File: config.mk
export PLATFORM = sky130hd
export DESIGN_NAME = vrat_ckpt
export DESIGN_NICKNAME = d
export VERILOG_FILES = /design/src/rtl/vrat_ckpt.sv
export SDC_FILE = /design/constraint.sdc
export NUM_CORES = 2
export LEC_CHECK = 0
export CORE_ASPECT_RATIO = 1.4
export CORE_UTILIZATION = 45
export DETAILED_ROUTE_END_ITERATION = 16
export DONT_BUFFER_PORTS = 1
export PLACE_DENSITY_LB_ADDON = 0.3
export SYNTH_ARGS = -nofsm -noshare
export SYNTH_HDL_FRONTEND = slang
export SYNTH_SLANG_ARGS = --single-unit
File: constraint.sdc
create_clock -name clk -period 8.3 [get_ports clk]
set_input_delay 1.245 -clock clk [delete_from_list [all_inputs] [get_ports clk]]
set_output_delay 1.245 -clock clk [all_outputs]
set_load 0.02 [all_outputs]
File: src/rtl/vrat_ckpt.sv
// Vector register alias table with a circular FIFO of whole-table checkpoints.
// Reads are combinational from the registered table. Writes, checkpoint
// allocation, commit and restore all update on the rising clock edge.
module vrat_ckpt #(
  parameter  int TOTAL_ENTRIES = 32,
  parameter  int DATA_WIDTH    = 6,
  parameter  int RD_PORTS      = 3,
  parameter  int WR_PORTS      = 2,
  parameter  int CKPT_DEPTH    = 4,
  localparam int AW            = $clog2(TOTAL_ENTRIES),
  localparam int CW            = $clog2(CKPT_DEPTH)
) (
  input  logic                                 clk,
  input  logic                                 rst,
  input  logic                                 reconfigure,
  input  logic [WR_PORTS-1:0]                  write_en,
  input  logic [WR_PORTS-1:0][AW-1:0]          write_addr,
  input  logic [WR_PORTS-1:0][DATA_WIDTH-1:0]  write_data,
  input  logic [RD_PORTS-1:0][AW-1:0]          read_addr,
  output logic [RD_PORTS-1:0][DATA_WIDTH-1:0]  read_data,
  output logic [RD_PORTS-1:0]                  remapped,
  output logic [DATA_WIDTH-1:0]                mask_src,
  input  logic                                 ckpt_req,
  output logic                                 ckpt_ack,
  output logic [CW-1:0]                        ckpt_id,
  input  logic                                 commit_en,
  input  logic                                 restore_en,
  input  logic [CW-1:0]                        restore_id,
  output logic                                 restore_err,
  output logic                                 ckpt_full,
  output logic                                 ckpt_empty
);

  logic [TOTAL_ENTRIES-1:0][DATA_WIDTH-1:0] tbl;
  logic [TOTAL_ENTRIES-1:0][DATA_WIDTH-1:0] tbl_wr;
  logic [TOTAL_ENTRIES-1:0]                 remap;
  logic [TOTAL_ENTRIES-1:0]                 remap_wr;

  // Checkpoint storage holds data only, so it is never reset.
  logic [TOTAL_ENTRIES-1:0][DATA_WIDTH-1:0] slot_tbl   [CKPT_DEPTH];
  logic [TOTAL_ENTRIES-1:0]                 slot_remap [CKPT_DEPTH];

  logic [CW-1:0] head;
  logic [CW-1:0] tail;
  logic [CW:0]   count;
  logic [CW-1:0] rel;
  logic          live;
  logic          commit_ok;

  // Combinational read ports straight from the registered table (no bypass).
  always_comb begin
    read_data = '0;
    remapped  = '0;
    for (int r = 0; r < RD_PORTS; r++) begin
      read_data[r] = tbl[read_addr[r]];
      remapped[r]  = remap[read_addr[r]];
    end
  end

  // Table as it would look after this cycle's writes; later ports override earlier ones.
  always_comb begin
    tbl_wr   = tbl;
    remap_wr = remap;
    for (int p = 0; p < WR_PORTS; p++) begin
      if (write_en[p]) begin
        tbl_wr[write_addr[p]]   = write_data[p];
        remap_wr[write_addr[p]] = 1'b1;
      end
    end
  end

  assign mask_src   = tbl[1];
  assign ckpt_full  = (count == (CW+1)'(CKPT_DEPTH));
  assign ckpt_empty = (count == '0);
  assign ckpt_id    = tail;
  assign ckpt_ack   = ckpt_req & ~ckpt_full & ~restore_en & ~reconfigure;
  assign commit_ok  = commit_en & ~ckpt_empty & ~restore_en & ~reconfigure;

  // Age of the requested slot relative to the oldest live checkpoint; the
  // subtraction wraps naturally because CKPT_DEPTH is a power of two.
  assign rel  = restore_id - head;
  assign live = ({1'b0, rel} < count);

  // Table, remapped bits, FIFO pointers and error pulse, in priority order.
  always_ff @(posedge clk) begin
    if (rst) begin
      for (int i = 0; i < TOTAL_ENTRIES; i++) begin
        tbl[i] <= DATA_WIDTH'(i);
      end
      remap       <= '1;
      head        <= '0;
      tail        <= '0;
      count       <= '0;
      restore_err <= 1'b0;
    end else if (reconfigure) begin
      tbl         <= '0;
      remap       <= '0;
      head        <= '0;
      tail        <= '0;
      count       <= '0;
      restore_err <= 1'b0;
    end else if (restore_en) begin
      if (live) begin
        // Restoring drops the restored slot and every younger one.
        tbl         <= slot_tbl[restore_id];
        remap       <= slot_remap[restore_id];
        tail        <= restore_id;
        count       <= {1'b0, rel};
        restore_err <= 1'b0;
      end else begin
        tbl         <= tbl_wr;
        remap       <= remap_wr;
        restore_err <= 1'b1;
      end
    end else begin
      tbl         <= tbl_wr;
      remap       <= remap_wr;
      restore_err <= 1'b0;
      if (commit_ok) head <= head + CW'(1);
      if (ckpt_ack)  tail <= tail + CW'(1);
      count <= count + (CW+1)'(ckpt_ack) - (CW+1)'(commit_ok);
    end
  end

  // Snapshot capture includes the writes landing in the same cycle.
  always_ff @(posedge clk) begin
    if (ckpt_ack && !rst) begin
      slot_tbl[tail]   <= tbl_wr;
      slot_remap[tail] <= remap_wr;
    end
  end

endmodule

[After elaboration in Yosys (flattened, before gate mapping)]
Memories as Yosys holds them, arrays and structs flattened.
Cells that the tools add are included.
Widths: inputs -> output; s select.
Word-level totals
  bits in registers: 232
  bits in latches: 0
  RAM bits: 896
  memory bits (read-only): 0
  input port bits: 47
  logic and storage cells: 147
  memories kept: 2
Cells by class
  add/sub/neg operators: 5
  $mul: 0
  divide/modulo/power cells: 0
  magnitude comparators: 8
  eq/ne operators: 2
  shift-type cells: 0
  mux-type cells: 40
  bitwise operators: 12
  reductions and logical operators: 10
Memory list
  slot_tbl: words 4, width 192, read ports 1, clocked after Yosys merged registers in 0, wr ports 1, line 40  | logic [TOTAL_ENTRIES-1:0][DATA_WIDTH-1:0] slot_tbl [CKPT_DEPTH];
  slot_remap: words 4, width 32, read ports 1, clocked after Yosys merged registers in 0, wr ports 1, line 41  | logic [TOTAL_ENTRIES-1:0] slot_remap [CKPT_DEPTH];
Operator list (number)
  $mux 192: 4
  $bwmux 192: 2
  $mux 191: 1
  $mux 32: 5
  $bmux 6 s5: 3
  $or 32x32->32: 2
  $demux 6 s5: 2
  $lt 5x6->1 const B: 5
  $mux 6: 5
  $bmux 1 s5: 3
  $demux 1 s5: 2
  $ge 5x1->1 const B: 2
  $mux 1: 8
  $and 1x1->1: 6
  $mux 2: 3
  $mux 3: 2
  $add 2x1->2 const B: 2
  $not 1->1: 4
  $reduce_and 2->1: 2
  $add 3x1->3: 1
  $eq 3x3->1 const B: 1
  $logic_and 1x1->1: 3
  $logic_not 3->1: 1
  $lt 2x3->1: 1
  other kinds (7): 7

[Longest topological paths before layout]
  depth after elaboration: 11
  depth in mapped cells: 14
  depth with buffers taken out: 9

[Worst setup path after synthesis]
OpenSTA, ideal clock, no wires.
  path kind: input to register
  start point: input port rst
  end point: memory slot_remap[0][0] (enable)
  library setup time: 614 ps
  arrival: 6890 ps
  required time: 7686 ps
  path slack: 797 ps
  cell stages on the path: 4
  path through: clkbuf_1 > clkbuf_1 > nor2_1 > and2_1
Between the ends
  cells in the longest elaborated chain, start to end: 4
RTL lines
  start: declaration: line 14  | input logic rst,
  $logic_not 1->1: line 127  | if (ckpt_ack && !rst) begin
  $logic_and 1x1->1: line 127
  $mux 1: line 127
  $mux 1 (not written as such): line 129  | slot_remap[tail] <= remap_wr;
  end: declaration: line 41
Every way passes these cells.

[Worst setup path in the final report]
  start point: input port restore_id[0]
  end point: register remap[19]
Between the ends
  cells in the longest elaborated chain, start to end: 5
  elaborated cells between the ends (all ways): 6
  classes of those cells: 1 x add/sub; 1 x order compare; 3 x mux; 1 x memory
RTL lines
  start: declaration: line 28  | input logic [CW-1:0] restore_id,
  $sub 2x2->2: line 81  | assign rel = restore_id - head;
  $lt 2x3->1: line 82  | assign live = ({1'b0, rel} < count);
  $mux 32 *: line 103  | if (live) begin
  $mux 32 *: line 102  | end else if (restore_en) begin
  $mux 32 *: line 95  | end else if (reconfigure) begin
  end signal: assignment: line 106  | remap <= slot_remap[restore_id];
  end signal: assignment: line 112  | remap <= remap_wr;
  end signal: assignment: line 117  | remap <= remap_wr;
  end: declaration: line 36  | logic [TOTAL_ENTRIES-1:0] remap;
Every way passes the cells marked *; elsewhere a longest branch is shown, timed or not.
A chain may end at the register's enable or synchronous reset.

==> reports/results.tsv <==
metric	value	unit
layout-drive-gt1-share	22.0	%
fin_nets	3047	
fin_skew	0.0271	ns
worstPathMaxFanout	225	
grt_usage	29.7	%
drt_iter0_drc	5028	
routabilityCongestion	0.952	
worstMarginPinSlew	1.32	ns
cts.clk_slew.worst_paths	0.06	ns
hold_buffers	0	
initial_utilization	45.6	%
route.detailed.drc	0	
hp-class	register to register	
pre_cts_ws	3.36	ns
synthesis.area	50400	µm²
timing.final.ws_setup	3.63	ns
cellLeakagePower	17.4	nW
startpoint_type	input port	
antenna_found_initial	15	
cts_buffers	106	
ys.warnings.count	0	
end_kind	register	
ir_worst_vdd	167	µV
dpl_cell_area	51500	µm²
ioPinCount	80	
drv_cap	0	
firstDrtPassIters	10	
rows	144	
fmax	214	MHz
cts.repair.resized	0	
setup_violations	0	
cts_max_level	3	
die_area	113000	µm²
via_count	32500	
syn-num-nets	3175	
fin_setup_tns	0	ns
relSlewSlack	12.2	%
worstSkewPairLatency	0.73	ns
slew_violations	0	
netlist_instances	3119	
gr-total-overflow	0	
grt_pass1_wl	238000	µm
finalCriticalPeriod	4.67	ns
final.period_utilization	56.3	%
synth_cell_types	55	
finalHoldViolCount	0	
ys_ff_latch	1128	
grt_max_degree	227	
core	110000	µm²
clockRootBuffer	clkbuf_16	
die_x	285	µm
clockBufferDepth	3	
worst-setup-path-type	input port to register	
hpwl	101000	µm
hold_ws	0.560	ns
grt_pass1_vias	32400	
fin_area	55100	µm²
rsz0062_at_grt	false	
ant_nets	0	
cp.required	8.94	ns
synth_ff_type	edfxtp_1	
post_cts.repair.setup_buffers	0	
clock_sinks	1128	
port-buffer-count	0	
routed_wirelength	168000	µm
synth_enable_flop_cells	896	
power_density	224	nW/µm²
vias_per_cell	7.14	
wl_per_cell	36.8	µm
status	finished, final reports clean	
dieHeight	398	µm
async_flop_share	0	%
syn_avg_cell_area	16.2	µm²
cts_tree	built	
ys_seq_area_share	62.6	%
area_growth	9.29	%
arrival	5.31	ns
metrics by stage:
step,utilization [%],std cells,power [mW]
after floorplan,-,3119,7.13
after global placement,46.6,4343,7.31
after detailed placement,46.6,4343,7.34
after CTS,49.8,4541,12.3
after global routing,49.8,4545,12.6
final,49.9,4551,12.3
area by class of cell:
class | count | area (µm²)
fill | 8900 | 55400
sequential | 1128 | 31600
multi-input combinational | 1591 | 17300
clock buffer | 129 | 2840
tap | 1460 | 1830
clock inverter | 69 | 737
inverter | 122 | 458
timing repair buffer | 42 | 365
antenna | 10 | 25.0
placed cells by master (no fill, tap or decap), types with 16 or more instances in the layout:
cell | netlist | final
clkbuf_1 | 181 | 17
a31oi_1 | 80 | 80
o21ai_0 | 83 | 83
nor2_1 | 266 | 265
o32ai_1 | 112 | 112
nand2_1 | 149 | 148
edfxtp_1 | 896 | 896
clkinv_1 | 0 | 25
a221o_1 | 112 | 112
mux4_2 | 434 | 434
buf_4 | 9 | 38
nor3_1 | 80 | 80
mux2_2 | 21 | 21
dfxtp_1 | 232 | 232
clkbuf_16 | 0 | 110
a221oi_1 | 112 | 112
nand3b_1 | 32 | 32
clkinv_2 | 0 | 16
inv_1 | 122 | 122
routing by layer:
metal / vias to the layer above / global-route usage (%) / wire [µm]
li1: 12600 / - / -
met1: 16500 / 34.2 / 53900
met2: 2626 / 46.6 / 78100
met3: 704 / 10.1 / 21800
met4: 8 / 20.7 / 13800
met5: - / 0 / 42
sequential cells by signal, indices dropped and copies added, names as in the netlist:
name and count:
tbl 186, count 3, slot_remap 128, restore_err 1
ckpt_id 2, slot_tbl 768, mask_src 6, remap 32
head 2
cells in the mapped netlist, types with 83 or more instances:
| cell type | number | area (µm²) |
|---|---|---|
| edfxtp_1 | 896 | 26900 |
| mux4_2 | 434 | 9770 |
| nor2_1 | 266 | 998 |
| dfxtp_1 | 232 | 4640 |
| clkbuf_1 | 181 | 679 |
| nand2_1 | 149 | 559 |
| inv_1 | 122 | 458 |
| a221o_1 | 112 | 1120 |
| a221oi_1 | 112 | 981 |
| o32ai_1 | 112 | 981 |
| o21ai_0 | 83 | 415 |
critical path, cell delays in order:
cell and delay (ns):
inv_1 0.16, ha_1 0.25, xnor2_1 0.23, xnor2_1 0.15
ha_1 0.32, a21boi_0 0.29, o21bai_1 0.26, a21oi_4 0.97
buf_4 0.69, a221o_1 0.27
cells by family after synthesis:
kind of cell,after synthesis,share of synthesized area (%)
simple gates,610,5.73
compound gates,510,8.09
buf+inv,400,3.33
xor+xnor,6,0.104
mux,456,19.9
fa+ha+maj,9,0.238
flops,1128,62.6
report_power, final:
part	internal (mW)	switching [mW]
Sequential	6.22	0.0970
Clock	2.90	2.15
Combinational	0.411	0.544
Total	9.53	2.79
final timing paths:
kind / from / end / slack (ns) / cells past startpoint
setup reg to reg: head[0] / remap[19] / 4.43 / 9
hold reg to reg: head[1] / head[1] / 0.56 / 2
hold / removal: head[1] / head[1] / 0.56 / 2
setup / recovery: restore_id[0] / remap[19] / 3.63 / 10
Power figures use the tool's default switching activity.
